$ cat src/rtl/vga_timing_pkg.sv
`default_nettype none
// ============================================================================
// Module   : vga_timing_pkg
// Purpose  : Shared raster-timing constants and types for the VGA path.
//            The timing generator and the downstream colour stage both
//            import this package, so they agree on coordinate width,
//            sync polarity and the 640x480@60 Hz raster geometry.
// Contents : COORD_W, default H/V active/porch/sync sizes, derived totals,
//            sync polarity constants, sync_bus_t bundle, in_window() helper.
// Revision : 1.0 - initial release
// ============================================================================
package vga_timing_pkg;

  // Coordinate counters are 10 bits; raster totals must stay below 1024.
  localparam int COORD_W = 10;

  // Default 640x480@60 Hz geometry (pixels / lines).
  localparam int VGA_H_ACTIVE = 640;
  localparam int VGA_H_FP     = 16;
  localparam int VGA_H_SYNC   = 96;
  localparam int VGA_H_BP     = 48;
  localparam int VGA_V_ACTIVE = 480;
  localparam int VGA_V_FP     = 10;
  localparam int VGA_V_SYNC   = 2;
  localparam int VGA_V_BP     = 33;

  localparam int VGA_H_TOTAL = VGA_H_ACTIVE + VGA_H_FP + VGA_H_SYNC + VGA_H_BP;
  localparam int VGA_V_TOTAL = VGA_V_ACTIVE + VGA_V_FP + VGA_V_SYNC + VGA_V_BP;

  // Both syncs are active low for this mode.
  localparam logic HSYNC_ACTIVE = 1'b0;
  localparam logic VSYNC_ACTIVE = 1'b0;

  typedef logic [COORD_W-1:0] coord_t;

  // Bundle carried through the sync delay line.
  typedef struct packed {
    logic hsync;
    logic vsync;
    logic blank_n;
  } sync_bus_t;

  // Idle value of the bundle: both syncs inactive, blanked.
  localparam sync_bus_t SYNC_IDLE = '{hsync: ~HSYNC_ACTIVE, vsync: ~VSYNC_ACTIVE, blank_n: 1'b0};

  // True when c lies in [lo, lo+len-1].
  function automatic logic in_window(input coord_t c, input int lo, input int len);
    return (int'(c) >= lo) && (int'(c) < (lo + len));
  endfunction

endpackage
`default_nettype wire

$ cat src/rtl/vga_timing_gen_sync_delay_line.sv
`default_nettype none
// ============================================================================
// Module   : sync_delay_line
// Purpose  : DEPTH-stage clk shift register used to align sync/blank strobes
//            with the registered RGB path. DEPTH=0 is a straight wire.
// Ports    : clk   - clock, posedge
//            rst_n - synchronous reset, active low; loads RST_VAL into every
//                    stage
//            din   - WIDTH-bit input bundle
//            dout  - bundle delayed by DEPTH clks
// Revision : 1.0 - initial release
// ============================================================================
module sync_delay_line #(
  parameter int               WIDTH   = 3,
  parameter int               DEPTH   = 1,
  parameter logic [WIDTH-1:0] RST_VAL = '0
) (
  input  logic             clk,
  input  logic             rst_n,
  input  logic [WIDTH-1:0] din,
  output logic [WIDTH-1:0] dout
);

  generate
    if (DEPTH == 0) begin : g_bypass
      // Clock and reset have nothing to drive in the zero-delay build.
      logic unused_ok;
      assign unused_ok = &{1'b0, clk, rst_n};
      assign dout      = din;
    end else begin : g_shift
      logic [WIDTH-1:0] stage_q [DEPTH];
      logic [WIDTH-1:0] stage_d [DEPTH];

      always_comb begin
        stage_d[0] = din;
        for (int i = 1; i < DEPTH; i++) begin
          stage_d[i] = stage_q[i-1];
        end
      end

      always_ff @(posedge clk) begin
        if (!rst_n) begin
          for (int i = 0; i < DEPTH; i++) begin
            stage_q[i] <= RST_VAL;
          end
        end else begin
          stage_q <= stage_d;
        end
      end

      assign dout = stage_q[DEPTH-1];
    end
  endgenerate

endmodule
`default_nettype wire

$ cat src/rtl/vga_timing_gen.sv
`default_nettype none
// ============================================================================
// Module   : vga_timing_gen
// Purpose  : Raster timing generator. Divides clk down to a pixel-rate
//            enable, counts h/v position, and produces sync/blank strobes
//            delayed SYNC_DELAY clks to line up with the registered RGB.
// Ports    : clk         - board clock, posedge
//            rst_n       - synchronous reset, active low
//            x, y        - current h/v counts (undelayed)
//            pix_en      - one-clk pulse in the cycle x/y take a new value
//            vga_clk     - pixel clock to the DAC, 50% duty
//            hsync/vsync - active-low syncs, delayed SYNC_DELAY clks
//            blank_n     - high in active area, delayed SYNC_DELAY clks
//            sync_n      - composite sync, tied low
//            video_on    - undelayed active-area flag
//            frame_start - one-clk pulse when (0,0) is presented
// Revision : 1.0 - initial release
// ============================================================================
module vga_timing_gen
  import vga_timing_pkg::*;
#(
  parameter int CLK_DIV    = 2,
  parameter int H_ACTIVE   = VGA_H_ACTIVE,
  parameter int H_FP       = VGA_H_FP,
  parameter int H_SYNC     = VGA_H_SYNC,
  parameter int H_BP       = VGA_H_BP,
  parameter int V_ACTIVE   = VGA_V_ACTIVE,
  parameter int V_FP       = VGA_V_FP,
  parameter int V_SYNC     = VGA_V_SYNC,
  parameter int V_BP       = VGA_V_BP,
  parameter int SYNC_DELAY = 1
) (
  input  logic               clk,
  input  logic               rst_n,
  output logic [COORD_W-1:0] x,
  output logic [COORD_W-1:0] y,
  output logic               pix_en,
  output logic               vga_clk,
  output logic               hsync,
  output logic               vsync,
  output logic               blank_n,
  output logic               sync_n,
  output logic               video_on,
  output logic               frame_start
);

  localparam int H_TOTAL = H_ACTIVE + H_FP + H_SYNC + H_BP;
  localparam int V_TOTAL = V_ACTIVE + V_FP + V_SYNC + V_BP;
  localparam int DIV_W   = (CLK_DIV > 2) ? $clog2(CLK_DIV) : 1;

  localparam logic [DIV_W-1:0]   DIV_LAST = DIV_W'(CLK_DIV - 1);
  localparam logic [DIV_W-1:0]   DIV_HALF = DIV_W'(CLK_DIV / 2);
  localparam logic [COORD_W-1:0] H_LAST   = COORD_W'(H_TOTAL - 1);
  localparam logic [COORD_W-1:0] V_LAST   = COORD_W'(V_TOTAL - 1);

  // --------------------------------------------------------------------------
  // Divider and raster counters
  // --------------------------------------------------------------------------
  logic [DIV_W-1:0]   div_cnt_q, div_cnt_d;
  logic [COORD_W-1:0] h_cnt_q, h_cnt_d;
  logic [COORD_W-1:0] v_cnt_q, v_cnt_d;
  logic               pix_en_q, pix_en_d;
  logic               vga_clk_q, vga_clk_d;
  logic               frame_start_q, frame_start_d;
  logic               started_q, started_d;
  logic               pix_tick;
  logic               h_wrap;
  logic               v_wrap;

  always_comb begin
    pix_tick = (div_cnt_q == DIV_LAST);
    h_wrap   = (h_cnt_q == H_LAST);
    v_wrap   = (v_cnt_q == V_LAST);

    div_cnt_d = pix_tick ? '0 : div_cnt_q + 1'b1;

    h_cnt_d = h_cnt_q;
    v_cnt_d = v_cnt_q;
    if (pix_tick) begin
      if (h_wrap) begin
        h_cnt_d = '0;
        v_cnt_d = v_wrap ? '0 : v_cnt_q + 1'b1;
      end else begin
        h_cnt_d = h_cnt_q + 1'b1;
      end
    end

    // pix_en goes high together with the counter update it marks.
    pix_en_d  = pix_tick;
    vga_clk_d = (div_cnt_q < DIV_HALF);

    // started_q stays low only during reset, so the first clk after release
    // flags the (0,0) the counters were reset to.
    started_d     = 1'b1;
    frame_start_d = !started_q || (pix_tick && h_wrap && v_wrap);
  end

  always_ff @(posedge clk) begin
    if (!rst_n) begin
      div_cnt_q     <= '0;
      h_cnt_q       <= '0;
      v_cnt_q       <= '0;
      pix_en_q      <= 1'b0;
      vga_clk_q     <= 1'b0;
      frame_start_q <= 1'b0;
      started_q     <= 1'b0;
    end else begin
      div_cnt_q     <= div_cnt_d;
      h_cnt_q       <= h_cnt_d;
      v_cnt_q       <= v_cnt_d;
      pix_en_q      <= pix_en_d;
      vga_clk_q     <= vga_clk_d;
      frame_start_q <= frame_start_d;
      started_q     <= started_d;
    end
  end

  // --------------------------------------------------------------------------
  // Raw sync/blank terms from the current counters, then the delay line
  // --------------------------------------------------------------------------
  logic      video_on_w;
  sync_bus_t raw_bus;
  sync_bus_t dly_bus;

  always_comb begin
    video_on_w      = (h_cnt_q < COORD_W'(H_ACTIVE)) && (v_cnt_q < COORD_W'(V_ACTIVE));
    raw_bus.hsync   = in_window(h_cnt_q, H_ACTIVE + H_FP, H_SYNC) ? HSYNC_ACTIVE : ~HSYNC_ACTIVE;
    raw_bus.vsync   = in_window(v_cnt_q, V_ACTIVE + V_FP, V_SYNC) ? VSYNC_ACTIVE : ~VSYNC_ACTIVE;
    raw_bus.blank_n = video_on_w;
  end

  sync_delay_line #(
    .WIDTH   ($bits(sync_bus_t)),
    .DEPTH   (SYNC_DELAY),
    .RST_VAL (SYNC_IDLE)
  ) u_sync_dly (
    .clk   (clk),
    .rst_n (rst_n),
    .din   (raw_bus),
    .dout  (dly_bus)
  );

  assign x           = h_cnt_q;
  assign y           = v_cnt_q;
  assign pix_en      = pix_en_q;
  assign vga_clk     = vga_clk_q;
  assign frame_start = frame_start_q;
  assign video_on    = video_on_w;
  assign hsync       = dly_bus.hsync;
  assign vsync       = dly_bus.vsync;
  assign blank_n     = dly_bus.blank_n;
  assign sync_n      = 1'b0;

endmodule
`default_nettype wire
$ cat config.mk
export PLATFORM = sky130hd
export DESIGN_NAME = vga_timing_gen
export DESIGN_NICKNAME = d
export VERILOG_FILES = /design/src/rtl/vga_timing_pkg.sv /design/src/rtl/vga_timing_gen_sync_delay_line.sv /design/src/rtl/vga_timing_gen.sv
export SDC_FILE = /design/constraint.sdc
export NUM_CORES = 1
export LEC_CHECK = 0
export CORE_UTILIZATION = 52
export CTS_BUF_LIST = sky130_fd_sc_hd__clkbuf_16
export CTS_CLUSTER_DIAMETER = 100
export DETAILED_ROUTE_END_ITERATION = 8
export PLACE_DENSITY = 0.94
export SLEW_MARGIN = 30
export SYNTH_ARGS = -nofsm -noshare
export SYNTH_HDL_FRONTEND = slang
export SYNTH_SLANG_ARGS = --single-unit
$ cat constraint.sdc
create_clock -name clk -period 2.8 [get_ports clk]
set_input_delay 0.28 -clock clk [delete_from_list [all_inputs] [get_ports clk]]
set_output_delay 0.28 -clock clk [all_outputs]
set_load 0.1 [all_outputs]
### Word level (Yosys, flattened, before mapping)

Cells that the tools add are included.

* add/subtract/negate cells: 3
* $lt $le $gt $ge: 7
* equality and inequality tests: 2
* mux-type cells: 5
* bitwise logic cells: 1
* reduce and logical (&&, ||, !) cells: 9

Operators by type and width (number)
* 10-bit by 1-bit adder with 10-bit output, second input constant: 2
* 10-bit equality test, second input constant: 2
* 10-bit < comparator, second input constant: 2
* 10-bit by 9-bit < comparator with 1-bit output, second input constant: 2
* 10-bit two-way mux: 2
* 10-bit greater-or-equal comparator, second input constant: 1
* 10-bit by 9-bit greater-or-equal comparator with 1-bit output, second input constant: 1
* 1-bit logical AND: 5
* 1-bit two-way mux: 3
* 2-bit AND reduction: 1
* 2-bit OR reduction: 1
* 1-bit adder, second input constant: 1
* 1-bit zero test: 1
* 1-bit logical OR: 1
* 1-bit < comparator, second input constant: 1
* 1-bit inverter: 1

* register bits after elaboration: 28
* input port bits: 2
* output and inout bits: 28
* word-level logic and storage cells: 35

### Longest topological paths before layout

Gate-level depths: netlist (run 1).

* depth in word-level cells: 4
* gate-level depth with buffers: 7
* mapped depth without buffers: 6

### Modules after synthesis

From an unflattened synthesis (run 1), not the netlist that was laid out.

* cells, all modules: 143
* area total of the unflattened synthesis: 1321.3 µm²

Modules (own cells, without submodules)
* vga_timing_gen: times used 1, cells an instance 137, area an instance 1242.4 µm², seq. area each 500.5 µm²
* sync_delay_line: times used 1, cells an instance 6, area an instance 78.8 µm², seq. area each 60.1 µm²

### Least setup slack after synthesis (run 1)

No wires, ideal clock.

* path type: register to output
* from: register v_cnt_q[7], in the netlist y[7]
* to: output video_on
* arrival: 2466 ps
* data required time: 2520 ps
* slack: 54 ps
* cell stages (with the launch flop): 5
* buffers on the path: 0
* cell sequence: dfxtp_1 > and3_1 > nand2_1 > nand2_1 > nor2_1

* word-level cells in the longest chain between the ends: 2

RTL lines
* start, declared: RTL line vga_timing_gen.sv:61 `logic [COORD_W-1:0] v_cnt_q, v_cnt_d;`
* start signal, assigned: RTL line vga_timing_gen.sv:110 `v_cnt_q <= v_cnt_d;`
* 10-bit by 9-bit < comparator with 1-bit output: RTL line vga_timing_gen.sv:126 `video_on_w = (h_cnt_q < COORD_W'(H_ACTIVE)) && (v_cnt_q < COORD_W'(V_ACTIVE));`
* 1-bit logical AND: RTL line vga_timing_gen.sv:126
* end, declared: RTL line vga_timing_gen.sv:43 `output logic video_on,`

Every way passes these cells.

### Worst setup path after layout (run 1)

* from: register h_cnt_q[1], in the netlist x[1]
* to: register v_cnt_q[0], in the netlist y[0]

* word-level cells in the longest chain between the ends: 2

RTL lines
* start, declared: RTL line vga_timing_gen.sv:60 `logic [COORD_W-1:0] h_cnt_q, h_cnt_d;`
* start signal, assigned: RTL line vga_timing_gen.sv:109 `h_cnt_q <= h_cnt_d;`
* 10-bit equality test: RTL line vga_timing_gen.sv:72 `h_wrap = (h_cnt_q == H_LAST);`
* 2-bit AND reduction (no source line)

Every way passes these cells.
A chain may end at the register's enable or synchronous reset.

==> results of run 1 <==
## path summary, 6_finish.rpt
| path | from | endpoint | slack, ps | cells past startpoint |
|---|---|---|---|---|
| setup / recovery | x[1]$_SDFFE_PN0P_ | y[0]$_SDFFE_PN0P_ | 640 | 5 |
| hold reg to reg | started_q$_DFF_P_ | frame_start$_SDFF_PN0_ | 540 | 2 |
| setup reg to reg | x[1]$_SDFFE_PN0P_ | y[0]$_SDFFE_PN0P_ | 640 | 5 |
| hold / removal | started_q$_DFF_P_ | frame_start$_SDFF_PN0_ | 540 | 2 |
## critical path, delay by kind of cell, from the launching register on
family | cells | cell delay [ps]
flops | 1 | 400
fa+ha+maj | 1 | 280
simple gates | 3 | 820
compound gates | 1 | 520
## routing by layer
metal / up-vias / GRT usage [%]
met2: 39 / 41.24
met3: 5 / 2.029
met1: 509 / 30.45
met4: 0 / 15.35
met5: - / 0
li1: 541 / -
## registers in the layout, indices dropped and copies added, names as in the netlist
name             flops
vga_clk              1
frame_start          1
pix_en               1
y                   10
started_q            1
div_cnt_q            1
x                   10
u_sync_dly.dout      3
## cells in the final DEF (no fill, tap or decap), types with 5 or more instances in the layout
cell / count
dfxtp_1: 28
buf_4: 27
nor2_1: 13
xnor2_1: 10
nand3_1: 8
nand2_1: 7
inv_1: 6
o21ai_0: 6
and2_1: 5
nand4_1: 5
## final cells by class
cell class	count	area share (%)
Multi-Input combinational cell	100	42.02
Sequential cell	28	34.73
Timing Repair Buffer	28	13.18
Clock buffer	3	4.651
Tap cell	28	2.171
Clock inverter	1	1.860
Inverter	6	1.395
## cell families (layout without fill, tap and decap cells)
| kind of cell | count (synthesis) | count (layout) | synth area share [%] |
|---|---|---|---|
| compound gates | 14 | 14 | 6.495 |
| xor+xnor | 13 | 13 | 8.692 |
| simple gates | 67 | 67 | 31.71 |
| buf+inv | 13 | 38 | 5.443 |
| flops | 28 | 28 | 42.79 |
| fa+ha+maj | 4 | 4 | 3.821 |
| mux | 1 | 1 | 0.7641 |
| other cells | 1 | 1 | 0.2863 |
## synthesized netlist by cell type, types with 2 or more instances
library cell / number / area share [%]
or3_1: 4 / 1.9
ha_1: 4 / 3.8
buf_6: 2 / 1.7
and2_1: 5 / 2.4
nor2b_1: 2 / 0.95
xnor2_1: 10 / 6.7
nand4_1: 5 / 2.4
nand2_1: 7 / 2.0
nand3_1: 8 / 3.1
nor4_1: 4 / 1.9
nor2_1: 13 / 3.7
o21ai_0: 6 / 2.3
xor2_1: 3 / 2.0
inv_1: 6 / 1.7
dfxtp_1: 28 / 43
buf_2: 2 / 0.76
a21oi_1: 2 / 0.76
nor3_1: 3 / 1.1
## power by group through the flow
stage	Clock [mW]	Sequential (mW)	Combinational, mW
global placement	0	0.420	0.0690
finish	0.424	0.412	0.0695
detailed placement	0	0.421	0.0695
global route	0.442	0.413	0.0732
CTS	0.426	0.412	0.0697
floorplan	0	0.458	0.0187
==> impl_metrics.yaml, run 1 <==
run_status:
  outcome: "finished, final reports clean"
detailed_routing:
  met2_length_mm: 1.429
  wl_met1_mm: 1.271
  routed.top_layer: "met4"
  wl_per_cell_um: 14.91
  wirelength_mm: 2.892
  viasPerCell: 5.639
  route.detailed.drc: 0
  drt.antenna.violating_nets: 0
  dr.pass1.iters: 4
  dr_total_vias: 1094
  wl_met3_um: 123
  initialDrtViolationCount: 24
timing:
  post-route-min-period_ps: 2162
  rsz0062_at_grt: "false"
  post-route-period-util_pct: 77.21
  slew_viol_final: 0
  tightestPinTransition_ps: 570.8
  timing.hold.ws_ps: 535.8
  tns_ps: 0
  skew_ps: 4.478
  setup_viol: 0
  timing.final.ws_setup_ps: 638.1
  hold_viol_final: 0
  max_freq_mhz: 462.6
  slew_headroom_pct: 61.69
power_and_ir_drop:
  p_int_mw: 0.7033
  p_seq_share_pct: 45.5
  power_density_nw_per_um2: 561.1
  power_leakage_nw: 0.6572
  switching_share_pct: 22.35
  ir_drop_v: 0.0005053
  power.clock.fraction_pct: 46.9
  p_comb_share_pct: 7.7
  p_total_mw: 0.9057
  p_sw_mw: 0.2024
final_layout:
  finalInstanceArea_um2: 1614
  diodes: 0
  final_util_pct: 70.26
  fin_nets: 173
  register_area_um2: 560.5
  final_cell_count_no_fill: 194
  multi_input_area_um2: 678.2
  syn_to_final_growth_pct: 23.21
  nFillCells: 168
  drive_gt1_share_pct: 22.89
synth:
  postSynth.asyncResetShare_pct: 0
  syn_inst: 141
  synth-edff-count: 0
  netlist_area_um2: 1310
  seq_area_frac_synth_pct: 42.79
  synth_fp_nets: 147
  yosysWarnings: 0
  synth_cell_types: 45
  synth-seq-cells: 28
  synth-main-ff-cell: "dfxtp_1"
  avgSynthCellArea_um2: 9.291
floorplanning:
  die_y_um: 52.19
  die_width_um: 52.19
  core_um2: 2297
  num_rows: 17
  dieArea_um2: 2724
  initial_core_util_pct: 57.03
  io_pins: 30
clock_network:
  cts_buffer_depth: 2
  cts_buffers: 3
  clock_latency_ps: 270
  cts_tree: "yes"
  hold_buffers: 0
  cts.clk_slew.worst_paths_ps: 70
  postCtsSetupRepairBufs: 0
  ctsResizeCount: 0
  clock_sink_count: 28
  cts_root_buffer: "clkbuf_16"
  htreeDepth: 1
global_routing:
  grt_pass1_vias: 1017
  grt_usage_pct: 24.66
  overflow: 0
  grt_pass1_wl_mm: 4.830
  antenna_found_initial: 0
  grt_max_degree: 17
run:
  maxCapViolCount: 0
placement:
  detailed_place.area_um2: 1509
  port_buffers: 28
  dp_slack_ps: 713.4
  place_inst: 190
  routabilityCongestion: 0.8168
  hpwl_mm: 1.943
setup_path:
  worst_ep_required_time_ps: 2930
  crit_fanout: 8
  endpoint_kind: "register"
  cp_cell_sequence: "ha_1 -> nand4_4 -> or3_1 -> o21ai_1 -> nor2_1"
  max_stage_delay_ps: 520
  path_class: "register to register"
  cp.arrival_ps: 2290
  critPathLaunchType: "register"
  critPathSlowestCell: "or3_1"
min_path:
  hp-class: "register to register"
Note: power is estimated with default switching activity, not from simulation.
==> run 2: changes to the inputs <==
Settings changed: CORE_UTILIZATION 52 to 49, PLACE_DENSITY 0.94 to 0.9.
Clock period 2.8 ns to 2.1 ns, I/O delays scaled along.
==> run 2 against run 1 <==
Effect of this change:
- worst setup slack worse by 470 ps
- die area grew 5.9%
- critical path depth unchanged
- critical endpoint is now y[7]$_SDFFE_PN0P_
- largest power group is now registers
- flip-flop and latch count stayed put
==> impl_metrics.yaml, run 2 (synthesis results as in run 1) <==
setup_path:
  worst_ep_required_time_ps: 2290
  endpoint_kind: "register"
  cp.arrival_ps: 2120
  path_class: "register to register"
  r2r_setup_slack_ps: 170
  crit_fanout: 7
  critPathLaunchType: "register"
clock_network:
  cts_buffers: 3
  cts_tree: "yes"
  postCtsSetupRepairBufs: 0
  hold_buffers: 0
  htreeDepth: 1
  cts.clk_slew.worst_paths_ps: 70
  cts_root_buffer: "clkbuf_16"
  cts_buffer_depth: 2
  clock_latency_ps: 260
  clock_sink_count: 28
  ctsResizeCount: 0
min_path:
  hp-class: "register to register"
final_layout:
  final_cell_mix: "buf_4, dfxtp_1, nor2_1, dfxtp_2, xnor2_1"
  finalInstanceArea_um2: 1642
  final_cell_count_no_fill: 197
  mostFrequentLayoutCell: "buf_4"
  diodes: 0
  syn_to_final_growth_pct: 25.31
  drive_gt1_share_pct: 32.34
  fin_nets: 174
timing:
  post-route-min-period_ps: 1930
  setup_viol: 0
  skew_ps: 4.508
  slew_viol_final: 0
  hold_viol_final: 0
  tns_ps: 0
  max_freq_mhz: 518.2
  post-route-period-util_pct: 91.89
  rsz0062_at_grt: "false"
global_routing:
  grt_pass1_vias: 984
  overflow: 0
  grt_util_met2_pct: 36.83
  grtUsageMet1_pct: 28.03
  grtUsageMet3_pct: 1.977
  grt_max_degree: 16
  grt_pass1_wl_mm: 4.533
  grt_usage_pct: 21.84
  antenna_found_initial: 0
  top_usage_layer: "met2"
floorplanning:
  initial_core_util_pct: 52.40
  dieArea_um2: 2884
  num_rows: 18
  die_width_um: 53.71
  die_y_um: 53.71
  io_pins: 30
  core_um2: 2500
run_status:
  outcome: "finished, final reports clean"
detailed_routing:
  route.detailed.drc: 0
  viasPerCell: 5.650
  dr_total_vias: 1113
  drt.antenna.violating_nets: 0
  wirelength_mm: 2.792
  wl_per_cell_um: 14.17
  initialDrtViolationCount: 24
  dr.pass1.iters: 4
power_and_ir_drop:
  power_leakage_nw: 0.6664
  power_density_nw_per_um2: 654.8
  ir_drop_v: 0.0004443
placement:
  hpwl_mm: 1.957
  port_buffers: 28
  detailed_place.area_um2: 1563
  routabilityCongestion: 0.8854
  place_inst: 193
run:
  maxCapViolCount: 0
==> run 2: changes by cell type in the layout (fill, tap and decap cells not counted), sizes merged <==
cell and delta:
buf +1, bufinv -1, clkinv +1
==> run 2: path summary, 6_finish.rpt <==
path | from | endpoint | cells after the start
worst min-delay path | started_q$_DFF_P_ | frame_start$_SDFF_PN0_ | 2
worst min register to register | started_q$_DFF_P_ | frame_start$_SDFF_PN0_ | 2
worst max-delay path | x[0]$_SDFFE_PN0P_ | y[7]$_SDFFE_PN0P_ | 5
worst max register to register | x[0]$_SDFFE_PN0P_ | y[7]$_SDFFE_PN0P_ | 5
==> run 2: layout make-up <==
| class | instances | area [um2] |
|---|---|---|
| inverter | 6 | 22.52 |
| tap | 30 | 37.54 |
| clock buffer | 3 | 75.07 |
| clock inverter | 1 | 3.754 |
| timing repair buffer | 29 | 232.7 |
| multi-input combinational | 100 | 684.4 |
| sequential | 28 | 585.6 |
| fill | 204 | 858.3 |
==> run 2: per-stage QoR <==
stage	setup WS [ps]	total power [mW]	hold WS (ps)	utilization, %
finish	170.4	1.075	507.2	65.67
global route	72.88	1.107	519.6	65.67
detailed placement	197.4	0.6548	492.6	62.51
floorplan	-122.4	0.6343	237.7	-
CTS	172.3	1.081	508.1	65.67
global placement	263.6	0.6525	484.2	62.51
==> run 2: power by group <==
part / internal [mW] / switching, mW
clock network: 0.255 / 0.177
registers: 0.538 / 0.00656
logic: 0.0195 / 0.0780
==> run 2: layer usage <==
metal	vias to the layer above	part of all wire (%)	routed length (um)
met2	46	49	1374
met5	-	0	0
met3	5	5.6	156
met4	0	1.7	48
li1	540	-	-
met1	522	43	1213
==> run 2: critical path: stages (launching register included) <==
cell	delay, ps
dfxtp_4	370
ha_1	250
nand4_4	180
or4_4	600
or3_1	320
a21oi_1	150
==> run 3: changes to the inputs <==
Settings changed: CORE_UTILIZATION 49 to 52, PLACE_DENSITY 0.9 to 0.94.
Clock period 2.1 ns to 2.5 ns, I/O delays scaled along.
==> run 3 against run 2 <==
Effect of this change:
- via count grew 0.72%
- hold slack gained 15 ps
- design area shrank 3.0%
- clock skew shrank 2.7 ps
- combinational power shrank 19%
- largest power group unchanged
- register-to-register slack gained 250 ps
- sequential power shrank 15%
==> impl_metrics.yaml, run 3 (synthesis results as in run 1) <==
detailed_routing:
  viasPerCell: 5.778
  route.detailed.drc: 0
  initialDrtViolationCount: 32
  wirelength_mm: 3.047
  wl_per_cell_um: 15.71
  dr_total_vias: 1121
  dr.pass1.iters: 4
  drt.antenna.violating_nets: 0
setup_path:
  worst_ep_required_time_ps: 2630
  critPathLaunchType: "register"
  crit_fanout: 8
  endpoint_kind: "register"
  cp.arrival_ps: 2210
  path_class: "register to register"
timing:
  post-route-period-util_pct: 83.10
  post-route-min-period_ps: 2077
  rsz0062_at_grt: "false"
  tns_ps: 0
  max_freq_mhz: 481.4
  slew_headroom_pct: 62.20
  skew_ps: 1.832
  hold_viol_final: 0
  setup_viol: 0
  slew_viol_final: 0
  tightestPinTransition_ps: 563.3
global_routing:
  grt_usage_pct: 25.72
  grt_pass1_wl_mm: 5.112
  grt_pass1_vias: 1121
  antenna_found_initial: 0
  overflow: 0
  grt_max_degree: 16
clock_network:
  ctsResizeCount: 0
  htreeDepth: 1
  cts_tree: "yes"
  cts_buffer_depth: 2
  cts_root_buffer: "clkbuf_16"
  clock_latency_ps: 260
  clock_sink_count: 28
  hold_buffers: 0
  cts_buffers: 3
  postCtsSetupRepairBufs: 0
  cts.clk_slew.worst_paths_ps: 70
power_and_ir_drop:
  power_leakage_nw: 0.6464
  power_density_nw_per_um2: 567.8
  ir_drop_v: 0.0004960
final_layout:
  final_cell_count_no_fill: 194
  diodes: 0
  final_cell_mix: "buf_4, dfxtp_1, nor2_1, xnor2_1, nand3_1"
  mostFrequentLayoutCell: "buf_4"
  syn_to_final_growth_pct: 21.59
  drive_gt1_share_pct: 24.10
  fin_nets: 173
floorplanning:
  die_y_um: 52.19
  io_pins: 30
  dieArea_um2: 2724
  initial_core_util_pct: 57.03
  core_um2: 2297
  num_rows: 17
  die_width_um: 52.19
placement:
  routabilityCongestion: 0.8361
  port_buffers: 28
  place_inst: 190
  hpwl_mm: 2.055
min_path:
  hp-class: "register to register"
run:
  maxCapViolCount: 0
run_status:
  outcome: "finished, final reports clean"
## run 3: per-stage QoR
step / util (%) / hold WS [ps] / worst slack (ps) / area [um2] / total power [mW]
3_5_place_dp: 65.90 / 505.6 / 459.8 / 1514 / 0.5506
4_1_cts: 69.34 / 521.7 / 432.9 / 1593 / 0.9064
2_1_floorplan: - / 277.7 / 15.02 / 1315 / 0.5347
3_3_place_gp: 65.90 / 484.9 / 578.7 / 1514 / 0.5484
5_1_grt: 69.34 / 543.4 / 265.3 / 1593 / 0.9330
6_report: 69.34 / 522.5 / 422.6 / 1593 / 0.9044
## run 3: area by class of cell
cell class              count  area [um2]
clock inverters             1       3.754
inverters                   6       22.52
well taps                  28       35.03
clock buffers               3       75.07
multi-input cells         100       680.7
flip-flops and latches     28       563.0
fillers                   169       704.4
repair buffers             28       212.7
## run 3: where the power goes
part / internal [mW] / switching, mW
Clock: 0.214 / 0.149
Combinational: 0.0149 / 0.0638
Sequential: 0.454 / 0.00740
Total: 0.684 / 0.221
## run 3: metal layers
metal	wire (um)	global-route usage, %	vias to the layer above
met2	1527	43.38	63
li1	-	-	540
met3	227	5.797	9
met1	1225	30.32	509
met5	0	0	-
met4	68	13.16	0
## run 3: critical path, cell delays in order, from the launching register on
cell     delay (ps)
dfxtp_2         370
ha_1            260
nand4_4         170
or3_1           520
o21ai_1         510
nor2_1          120
## run 3: path summary, 6_finish.rpt
check,from,depth (start not counted),slack (ps),endpoint
max,x[0]$_SDFFE_PN0P_,5,420,y[3]$_SDFFE_PN0P_
min,x[0]$_SDFFE_PN0P_,2,520,x[0]$_SDFFE_PN0P_
max reg2reg,x[0]$_SDFFE_PN0P_,5,420,y[3]$_SDFFE_PN0P_
min reg2reg,x[0]$_SDFFE_PN0P_,2,520,x[0]$_SDFFE_PN0P_
